## config.mk

```make
export PLATFORM = sky130hd
export DESIGN_NAME = alu_sort4
export DESIGN_NICKNAME = d
export VERILOG_FILES = /design/src/rtl/alu_sort4.sv
export SDC_FILE = /design/constraint.sdc
export NUM_CORES = 1
export LEC_CHECK = 0
export BUFFER_PORTS_ARGS = -buffer_cell sky130_fd_sc_hd__buf_2
export CAP_MARGIN = 40
export CELL_PAD_IN_SITES_DETAIL_PLACEMENT = 1
export CELL_PAD_IN_SITES_GLOBAL_PLACEMENT = 2
export CORE_MARGIN = 3
export CORE_UTILIZATION = 32
export DETAILED_ROUTE_END_ITERATION = 8
export PLACE_DENSITY = 0.77
export SLEW_MARGIN = 20
export SYNTH_ARGS = -nofsm -noshare
export SYNTH_HDL_FRONTEND = slang
export SYNTH_SLANG_ARGS = --single-unit
```

## constraint.sdc

```tcl
create_clock -name clk -period 7.3 [get_ports clk]
set_clock_uncertainty 0.2 [all_clocks]
set_input_delay 0.73 -clock clk [delete_from_list [all_inputs] [get_ports clk]]
set_output_delay 0.73 -clock clk [all_outputs]
set_load 0.01 [all_outputs]
```

## src/rtl/alu_sort4.sv

```systemverilog
// Four-word ascending sorter: a fixed 6-step compare-and-swap network whose
// comparisons are made by an embedded ALU evaluating SUB on each word pair.
module alu_sort4 #(
    parameter int WIDTH  = 32,
    parameter bit SIGNED = 1'b0
) (
    input  logic             clk,
    input  logic             rst_n,
    input  logic             start,
    input  logic [WIDTH-1:0] x0,
    input  logic [WIDTH-1:0] x1,
    input  logic [WIDTH-1:0] x2,
    input  logic [WIDTH-1:0] x3,
    output logic [WIDTH-1:0] s0,
    output logic [WIDTH-1:0] s1,
    output logic [WIDTH-1:0] s2,
    output logic [WIDTH-1:0] s3,
    output logic             busy,
    output logic             done
);
    typedef enum logic [1:0] {IDLE, SORT, DONE} state_t;

    localparam logic [2:0] ALU_ADD = 3'h0;
    localparam logic [2:0] ALU_SUB = 3'h1;
    localparam logic [2:0] ALU_AND = 3'h2;
    localparam logic [2:0] ALU_OR  = 3'h3;
    localparam logic [2:0] ALU_XOR = 3'h4;

    state_t           state;
    logic [2:0]       step;
    logic [WIDTH-1:0] r0, r1, r2, r3;
    logic [WIDTH-1:0] r0_n, r1_n, r2_n, r3_n;

    logic [2:0]       m;
    logic [WIDTH-1:0] a, b, y;
    logic             zf, cf, of;
    logic [1:0]       idx;
    logic             gt;
    logic [WIDTH-1:0] lo, hi;

    assign m = ALU_SUB;

    // ALU responder; for SUB, cf is the borrow (set when a < b unsigned)
    always_comb begin
        y  = '0;
        cf = 1'b0;
        of = 1'b0;
        case (m)
            ALU_ADD: begin
                {cf, y} = {1'b0, a} + {1'b0, b};
                of      = (a[WIDTH-1] == b[WIDTH-1]) && (y[WIDTH-1] != a[WIDTH-1]);
            end
            ALU_SUB: begin
                {cf, y} = {1'b0, a} - {1'b0, b};
                of      = (a[WIDTH-1] != b[WIDTH-1]) && (y[WIDTH-1] != a[WIDTH-1]);
            end
            ALU_AND: y = a & b;
            ALU_OR:  y = a | b;
            ALU_XOR: y = a ^ b;
            default: y = a;
        endcase
        zf = (y == '0);
    end

    // Network pairs: (0,1) (1,2) (2,3) (0,1) (1,2) (0,1)
    always_comb begin
        case (step)
            3'd0:    idx = 2'd0;
            3'd1:    idx = 2'd1;
            3'd2:    idx = 2'd2;
            3'd3:    idx = 2'd0;
            3'd4:    idx = 2'd1;
            default: idx = 2'd0;
        endcase
    end

    always_comb begin
        a = r0;
        b = r1;
        case (idx)
            2'd1:    begin a = r1; b = r2; end
            2'd2:    begin a = r2; b = r3; end
            default: begin a = r0; b = r1; end
        endcase
    end

    // Equal operands give zf=1, so they never swap
    assign gt = SIGNED ? (~(y[WIDTH-1] ^ of) & ~zf) : (~cf & ~zf);
    assign lo = gt ? b : a;
    assign hi = gt ? a : b;

    always_comb begin
        r0_n = r0;
        r1_n = r1;
        r2_n = r2;
        r3_n = r3;
        case (idx)
            2'd1:    begin r1_n = lo; r2_n = hi; end
            2'd2:    begin r2_n = lo; r3_n = hi; end
            default: begin r0_n = lo; r1_n = hi; end
        endcase
    end

    always_ff @(posedge clk or negedge rst_n) begin
        if (!rst_n) begin
            state <= IDLE;
            step  <= 3'd0;
            r0    <= '0;
            r1    <= '0;
            r2    <= '0;
            r3    <= '0;
            s0    <= '0;
            s1    <= '0;
            s2    <= '0;
            s3    <= '0;
            busy  <= 1'b0;
            done  <= 1'b0;
        end else begin
            case (state)
                IDLE, DONE: begin
                    done <= 1'b0;
                    if (start) begin
                        r0    <= x0;
                        r1    <= x1;
                        r2    <= x2;
                        r3    <= x3;
                        step  <= 3'd0;
                        busy  <= 1'b1;
                        state <= SORT;
                    end
                end
                SORT: begin
                    r0   <= r0_n;
                    r1   <= r1_n;
                    r2   <= r2_n;
                    r3   <= r3_n;
                    step <= step + 3'd1;
                    if (step == 3'd5) begin
                        s0    <= r0_n;
                        s1    <= r1_n;
                        s2    <= r2_n;
                        s3    <= r3_n;
                        busy  <= 1'b0;
                        done  <= 1'b1;
                        state <= DONE;
                    end
                end
                default: state <= IDLE;
            endcase
        end
    end
endmodule

```

==> flow_metrics.tcl, run 1 <==
set metrics [dict create \
    status "completed" \
    syn_inst 2482 \
    pre_cts_ws_ns 0.181 \
    arrival_ns 7.24 \
    synth_top_area_share_pct 32.9 \
    fillers 7470 \
    cts_made_buffers 31 \
    synthMuxAreaShare_pct 3.32 \
    io_buffer_count 260 \
    cp-start-kind "flip-flop" \
    synthAdderAreaFrac_pct 1.79 \
    layout-area-overhead-vs-synth_pct 29.5 \
    globalRouteMet2Util_pct 60.5 \
    drt_first_pass_iters 5 \
    drt_iter0_markers 1891 \
    global_route.usage.met3_pct 2.68 \
    routed_wl_mm 116 \
    fin_area_um2 25900 \
    r2r_cells 24 \
    async_flop_share_pct 100 \
    grt_max_degree 144 \
    cts_tree "built" \
    dieWidth_um 256 \
    grt_use_met1_pct 39.6 \
    hold_violations 0 \
    cts_buffer_depth 3 \
    synth_xor_area_share_pct 0.737 \
    synthFlopType "dfrtp_1" \
    antenna_found_initial 1 \
    min_path_type "in2reg" \
    drive_gt1_share_pct 27.2 \
    setup_tns_ns 0 \
    max_freq_ghz 0.143 \
    final_nets 3099 \
    ys_seq_area_share_pct 32.9 \
    start_util_pct 32.4 \
    route.detailed.drc 0 \
    rows 91 \
    synth_compound_area_share_pct 37.0 \
    ant_nets 0 \
    yosys.area.top_type "dfrtp_1" \
    yosysWarnings 0 \
    grt_use_total_pct 34.3 \
    rsz0062_at_grt "false" \
    synth_common_cells "389 x nand2_1, 263 x dfrtp_1, 212 x o21ai_0" \
    yosysMostFrequentCell "nand2_1" \
    vias 23700 \
    postSynthAreaPerCell_um2 8.07 \
    grt_overflow_total 0 \
    finalWorstSetupSlack_ns 0.316 \
    worst_slew_pin_slew_ns 1.01 \
    slew_viol_final 0 \
    ios 261 \
    cts_setup_buffers 0 \
    post-dp-hpwl_mm 92.3 \
    synth_area_leaders "dfrtp_1 33%, nand2_1 7.3%, o21ai_0 5.3%" \
    required_ns 7.56 \
    synth-simple-area-share_pct 18.4 \
    finalSetupViolCount 0 \
    syn_area_um2 20000 \
    final.min_clock_period_ns 6.98 \
    path_max_fanout 24 \
    relSlewSlack_pct 32.9 \
    min_period_over_period_pct 95.7 \
    grt_pass1_wl_mm 169 \
    clock_sinks 263 \
    ys_types 90 \
    synth_top_family_by_area "compound AO/OA/AOI/OAI gates" \
    cts.clk_slew.worst_paths_ns 0.06 \
    htree_num_levels 1 \
    die_area_um2 65600 \
    path_class "reg2reg" \
    end_kind "flip-flop" \
    globalplace.congestion 1.04 \
    worstHoldPathCells 3 \
    cts_root_buf "clkbuf_16" \
    dieHeight_um 256 \
    fin_util_pct 41.9 \
    grt_pass1_vias 24700 \
    clk_latency_ns 0.62 \
    synth-seq-cells 263 \
    cap_viol_max_count 0 \
    syn-num-nets 2632 \
    wl_per_cell_um 30.5 \
    top_usage_layer "met2" \
    synth_edf_count 0 \
    placed_area_um2 24800 \
    vias_per_cell 6.22 \
    core-area_um2 61800 \
]
[cell type report]
type,count,area (um^2),area share (%)
Tap cell,837,1050,4.04
Timing Repair Buffer,657,4650,17.9
Antenna cell,1,2.50,0.00965
Inverter,35,131,0.507
Clock inverter,14,159,0.613
Sequential cell,263,6580,25.4
Multi-Input combinational cell,1961,12400,48.0
Clock buffer,44,915,3.53
[placed cells by master, fill, tap and decap left out, types with 13 or more instances in the layout]
cell type / instances
or3_1: 29
buf_2: 259
a21oi_1: 204
buf_12: 22
and4_1: 24
o21ai_1: 26
and3_1: 30
nand2b_1: 34
a22oi_1: 107
o22ai_1: 75
or2_2: 14
buf_4: 365
o221a_2: 17
nor2_1: 76
xnor2_1: 13
nand4_1: 15
a221o_1: 29
a211oi_1: 88
a221oi_1: 37
nand3_1: 18
clkbuf_16: 31
nand2_1: 389
ha_1: 16
o21ai_0: 212
o31ai_1: 63
mux2i_1: 53
dfrtp_1: 263
inv_1: 33
nor3_1: 20
o211ai_1: 24
a21boi_0: 18
a31oi_1: 40
a311oi_1: 25
nor2b_1: 37
and2_1: 20
[logic make-up (layout without fill, tap and decap cells)]
kind of cell | count (synthesis) | count (layout)
buffers and inverters | 259 | 750
other | 0 | 1
AOI/OAI and AO/OA | 1091 | 1091
DFF | 263 | 263
xor gates and xnor gates | 16 | 16
and+or+nand+nor | 758 | 758
adders and majority gates | 31 | 31
muxes | 64 | 65
[per-stage QoR]
stage / instances / hold slack, ns
6_report: 3812 / 0.160
5_1_grt: 3811 / 0.167
4_1_cts: 3809 / 0.129
3_5_place_dp: 3750 / 0.266
3_3_place_gp: 3741 / 0.260
2_1_floorplan: 2482 / 0.234
[critical path, cell delays in order (launching register included)]
cell and delay (ns):
dfrtp_1 0.41, inv_1 0.09, ha_1 0.25, mux2_2 0.24, inv_1 0.08, ha_4 0.22
buf_12 0.18, a221o_1 0.43, a211oi_1 0.64, a21o_1 0.17, nand3_1 0.09, a2111oi_0 0.58
nor3_1 0.12, buf_4 0.18, buf_4 0.15, and3_1 0.18, or4_1 0.53, a2111oi_0 0.38
buf_4 0.19, nand4_1 0.19, buf_4 0.29, and4_1 0.25, a311oi_2 0.48, buf_4 0.21
o31ai_1 0.07
[path summary, 6_finish.rpt]
kind	from	slack [ns]	end
setup / recovery	step[1]	0.32	r1[29]
hold / removal	x0[28]	0.16	r0[28]
setup reg to reg	step[1]	0.32	r1[29]
hold reg to reg	s0[24]	0.27	s0[24]
max in group asynchronous	rst_n	5.19	s3[6]
min in group asynchronous	rst_n	0.42	s1[29]
[sequential cells by signal (all words and copies together), names as in the netlist]
register / cells
busy: 1
done: 1
r0: 32
r1: 32
r2: 32
r3: 32
s0: 32
s1: 32
s2: 32
s3: 32
state: 2
step: 3
[per-layer routing]
layer | up-vias | part of all wire [%]
met5 | - | 0
met4 | 0 | 8.1
met3 | 283 | 4.0
met2 | 873 | 50
met1 | 12100 | 38
li1 | 10500 | -
[repair_timing]
action / in CTS / in global routing
setup endpoints to repair: 0 / 25
hold endpoints to repair: 48 / 0
hold buffers: 1 / 0
resized for setup: 0 / 8
Power of run 1 is left out: the tool's default activity adds up to more than one toggle a clock period on the data nets, which glitch-free logic cannot reach.
==> run 2, diff against run 1 <==
--- a/config.mk
+++ b/config.mk
@@ -9,7 +9,6 @@
 export CAP_MARGIN = 40
 export CELL_PAD_IN_SITES_DETAIL_PLACEMENT = 1
 export CELL_PAD_IN_SITES_GLOBAL_PLACEMENT = 2
-export CORE_MARGIN = 3
 export CORE_UTILIZATION = 32
 export DETAILED_ROUTE_END_ITERATION = 8
 export PLACE_DENSITY = 0.77
==> constraint.sdc (replaced) <==
create_clock -name clk -period 7.3 [get_ports clk]
set_clock_uncertainty 0.2 [all_clocks]
set_input_delay 0.73 -clock clk [delete_from_list [all_inputs] [get_ports clk]]
set_output_delay 0.73 -clock clk [all_outputs]
set_load 0.005 [all_outputs]
==> flow_metrics.tcl, run 2 (same netlist as run 1, synthesis figures left out) <==
set metrics [dict create \
    clk_latency_ns 0.58 \
    grt_pass1_vias 24700 \
    min_period_over_period_pct 97.4 \
    start_util_pct 32.4 \
    multi_input_area_um2 12400 \
    grt_pass1_wl_mm 168 \
    grt_overflow_total 0 \
    status "completed" \
    cts_tree "built" \
    globalplace.congestion 0.959 \
    path_max_fanout 39 \
    dieWidth_um 252 \
    top_layer "met4" \
    rsz0062_at_grt "false" \
    ant_nets 0 \
    io_buffer_count 260 \
    end_kind "flip-flop" \
    drive_gt1_share_pct 24.8 \
    final_nets 3010 \
    post-dp-hpwl_mm 86.8 \
    htree_num_levels 2 \
    hold_slack_ns 0.196 \
    route.detailed.drc 0 \
    die_area_um2 63600 \
    routedLengthMet1_mm 45.1 \
    mostFrequentLayoutCell "nand2_1" \
    vias_per_cell 6.36 \
    path_class "reg2reg" \
    layout_common_cells "389 x nand2_1, 267 x buf_4, 263 x dfrtp_1" \
    grt_max_degree 135 \
    core-area_um2 61700 \
    hold_violations 0 \
    drt_iter0_markers 1957 \
    ios 261 \
    slew_viol_final 0 \
    relSlewSlack_pct 38.3 \
    cts_made_buffers 35 \
    cap_viol_max_count 0 \
    dr_wl_met2_mm 54.6 \
    clock_sinks 263 \
    cts_root_buf "clkbuf_16" \
    drt_first_pass_iters 6 \
    wl_met3_mm 5.81 \
    setup_tns_ns 0 \
    arrival_ns 7.34 \
    rows 91 \
    cts_buffer_depth 3 \
    fin_util_pct 41.1 \
    dieHeight_um 252 \
    worst_slew_pin_slew_ns 0.926 \
    wl_per_cell_um 30.8 \
    finalSetupViolCount 0 \
    fin_area_um2 25400 \
    final.min_clock_period_ns 7.11 \
    grt_use_total_pct 35.7 \
    min_path_type "in2reg" \
    cp-start-kind "flip-flop" \
    routed_wl_mm 115 \
    vias 23700 \
    placed_area_um2 24100 \
    max_freq_ghz 0.141 \
    required_ns 7.53 \
    antenna_found_initial 2 \
    cts.clk_slew.worst_paths_ns 0.06 \
    layout-area-overhead-vs-synth_pct 26.6 \
    fillers 7498 \
    ff_latch_area_um2 6580 \
]
## run 2: changes by cell type in the layout (fill, tap and decap cells not counted), moves of 3 or more
| cell | previous run | this run |
|---|---|---|
| a2111oi_1 | 5 | 2 |
| clkbuf_8 | 9 | 4 |
| clkinvlp_4 | 0 | 4 |
| clkbuf_16 | 31 | 35 |
| a2111oi_0 | 9 | 12 |
| clkbuf_1 | 4 | 7 |
| buf_4 | 365 | 267 |
| buf_8 | 3 | 6 |
## run 2: critical path, stage by stage (launching register included)
cell and delay (ns):
dfrtp_1 0.40, inv_1 0.09, ha_1 0.25, mux2_2 0.34, ha_4 0.37, buf_8 0.21
o21ai_0 0.44, inv_1 0.20, ha_1 0.45, and3_1 0.22, buf_4 0.16, and3_1 0.20
nand2_1 0.11, or3_1 0.41, nor4_1 0.22, a2111oi_0 0.13, or4_1 0.53, a2111oi_1 0.27
nand4_1 0.28, buf_12 0.25, and4_1 0.25, a2111oi_0 0.62, buf_4 0.23, o31ai_1 0.08
## run 2: area by class of cell
class	count	area share (%)
sequential	263	26.0
multi-input combinational	1960	48.9
tap	837	4.13
clock inverter	18	0.854
inverter	35	0.518
antenna	1	0.00987
timing repair buffer	565	15.9
clock buffer	46	3.78
## run 2: through the flow
stage,cells,worst slack (ns)
2_1_floorplan,2482,0.486
3_3_place_gp,3644,0.0481
3_5_place_dp,3654,0.176
4_1_cts,3719,0.130
5_1_grt,3724,0.0157
6_report,3725,0.188
## run 2: final timing paths
kind | from | endpoint | slack (ns) | depth (start not counted)
setup / recovery | step[1] | r1[12] | 0.19 | 23
hold / removal | x0[28] | r0[28] | 0.20 | 3
setup reg to reg | step[1] | r1[12] | 0.19 | 23
hold reg to reg | s0[28] | s0[28] | 0.27 | 2
max in group asynchronous | rst_n | r3[16] | 5.10 | 3
min in group asynchronous | rst_n | s0[29] | 0.54 | 2
## run 2: what timing repair did
action / CTS / global route
setup endpoints to repair: 0 / 97
endpoints found under the hold margin: 68 / 0
setup buffers: 0 / 2
hold buffers: 1 / 0
gates resized for setup: 0 / 6
## run 2: routing by layer
layer,global-route usage (%),vias to the layer above
met4,24.8,0
met2,60.1,973
met5,0,-
met3,4.86,334
li1,-,10300
met1,42.0,12100
Power of run 2 is left out for the same reason.
==> run 3, diff against run 2 <==
--- a/config.mk
+++ b/config.mk
@@ -9,6 +9,7 @@
 export CAP_MARGIN = 40
 export CELL_PAD_IN_SITES_DETAIL_PLACEMENT = 1
 export CELL_PAD_IN_SITES_GLOBAL_PLACEMENT = 2
+export CORE_ASPECT_RATIO = 1.2
 export CORE_UTILIZATION = 32
 export DETAILED_ROUTE_END_ITERATION = 8
 export PLACE_DENSITY = 0.77
==> flow_metrics.tcl, run 3 (same netlist as run 1, synthesis figures left out) <==
set metrics [dict create \
    vias_per_cell 6.42 \
    cp-start-kind "flip-flop" \
    fin_util_pct 41.8 \
    antenna_found_initial 0 \
    slew_viol_final 0 \
    hold_violations 0 \
    drt_first_pass_iters 8 \
    wl_per_cell_um 32.3 \
    pre_cts_ws_ns -0.0464 \
    finalSetupViolCount 0 \
    start_util_pct 32.3 \
    rows 100 \
    vias 24200 \
    dieWidth_um 230 \
    worstHoldPathCells 3 \
    die_area_um2 63600 \
    cap_viol_max_count 0 \
    mostFrequentLayoutCell "nand2_1" \
    final_nets 3082 \
    finalWorstSetupSlack_ns 0.0971 \
    min_period_over_period_pct 98.7 \
    path_max_fanout 39 \
    grt_pass1_vias 25000 \
    routed_wl_mm 122 \
    grt_use_total_pct 37.9 \
    dieHeight_um 276 \
    layout-area-overhead-vs-synth_pct 29.2 \
    cts.clk_slew.worst_paths_ns 0.06 \
    cts_buffer_depth 3 \
    ios 261 \
    grt_max_degree 150 \
    required_ns 7.49 \
    grt_pass1_wl_mm 178 \
    stdcell_count 3774 \
    arrival_ns 7.39 \
    end_kind "flip-flop" \
    path_class "reg2reg" \
    cts_setup_buffers 0 \
    r2r_cells 24 \
    max_freq_ghz 0.139 \
    status "completed" \
    ant_nets 0 \
    drive_gt1_share_pct 27.0 \
    core-area_um2 61900 \
    min_path_type "in2reg" \
    post-dp-hpwl_mm 95.7 \
    final.min_clock_period_ns 7.20 \
    cts_tree "built" \
    layout_common_cells "389 x nand2_1, 341 x buf_4, 263 x dfrtp_1" \
    hold_slack_ns 0.224 \
    cts_made_buffers 34 \
    drt_iter0_markers 2220 \
    grt_overflow_total 0 \
    relSlewSlack_pct 41.9 \
    rsz0062_at_grt "false" \
    htree_num_levels 2 \
    io_buffer_count 260 \
    clock_sinks 263 \
    placedCellCount 3709 \
    globalplace.congestion 1.03 \
    worst_slew_pin_slew_ns 0.871 \
    clk_latency_ns 0.56 \
    route.detailed.drc 0 \
    cts_root_buf "clkbuf_16" \
]
==> run 3: timing repair <==
| item | 4_1_cts | 5_1_grt |
|---|---|---|
| hold buffers | 1 | 0 |
| pin swaps | 0 | 0 |
| endpoints found under the setup margin | 1 | 72 |
| gates cloned | 0 | 0 |
| gates resized for setup | 1 | 7 |
| hold endpoints to repair | 69 | 0 |
==> run 3: worst max-delay path, stage by stage (launching register included) <==
cell and delay (ns):
dfrtp_1 0.40, inv_1 0.08, ha_1 0.25, mux2_2 0.33, ha_4 0.26, buf_12 0.21, buf_12 0.20, a221oi_1 0.78
o211ai_1 0.29, nand4_1 0.25, nor4b_2 0.10, buf_4 0.15, a21oi_1 0.34, and2_1 0.29, buf_4 0.18, o221ai_1 0.13
or4_1 0.43, a2111oi_0 0.40, nand4_1 0.25, buf_4 0.23, buf_4 0.19, and4_1 0.21, a311oi_1 0.53, buf_4 0.22
o31ai_1 0.07
==> run 3: final timing paths <==
path	start	endpoint	slack, ns
min reg2reg	s0[12]	s0[12]	0.27
min	x0[27]	r0[27]	0.22
max	step[1]	s1[24]	0.1
max in group asynchronous	rst_n	r3[16]	5.11
max reg2reg	step[1]	s1[24]	0.1
min in group asynchronous	rst_n	s0[9]	0.56
==> run 3: layer usage <==
layer | vias up | global-route usage, % | part of all wire, %
li1 | 10400 | - | -
met1 | 12300 | 44.9 | 38
met2 | 1142 | 61.7 | 47
met3 | 382 | 6.13 | 6.2
met4 | 0 | 27.9 | 8.7
met5 | - | 0 | 0
==> run 3: layout make-up <==
cell class,count,area [um^2]
fillers,7519,36100
inverters,35,131
multi-input cells,1960,12400
repair buffers,638,4550
clock buffers,46,976
flip-flops and latches,263,6580
diodes,1,2.50
well taps,816,1020
clock inverters,15,163
==> run 3: per-stage QoR <==
| step | area (um^2) | setup TNS [ns] |
|---|---|---|
| floorplan | 20000 | 0 |
| global placement | 24600 | 0 |
| detailed placement | 24600 | -0.0464 |
| CTS | 25800 | 0 |
| global route | 25900 | 0 |
| finish | 25900 | 0 |
Power of run 3 is left out for the same reason.
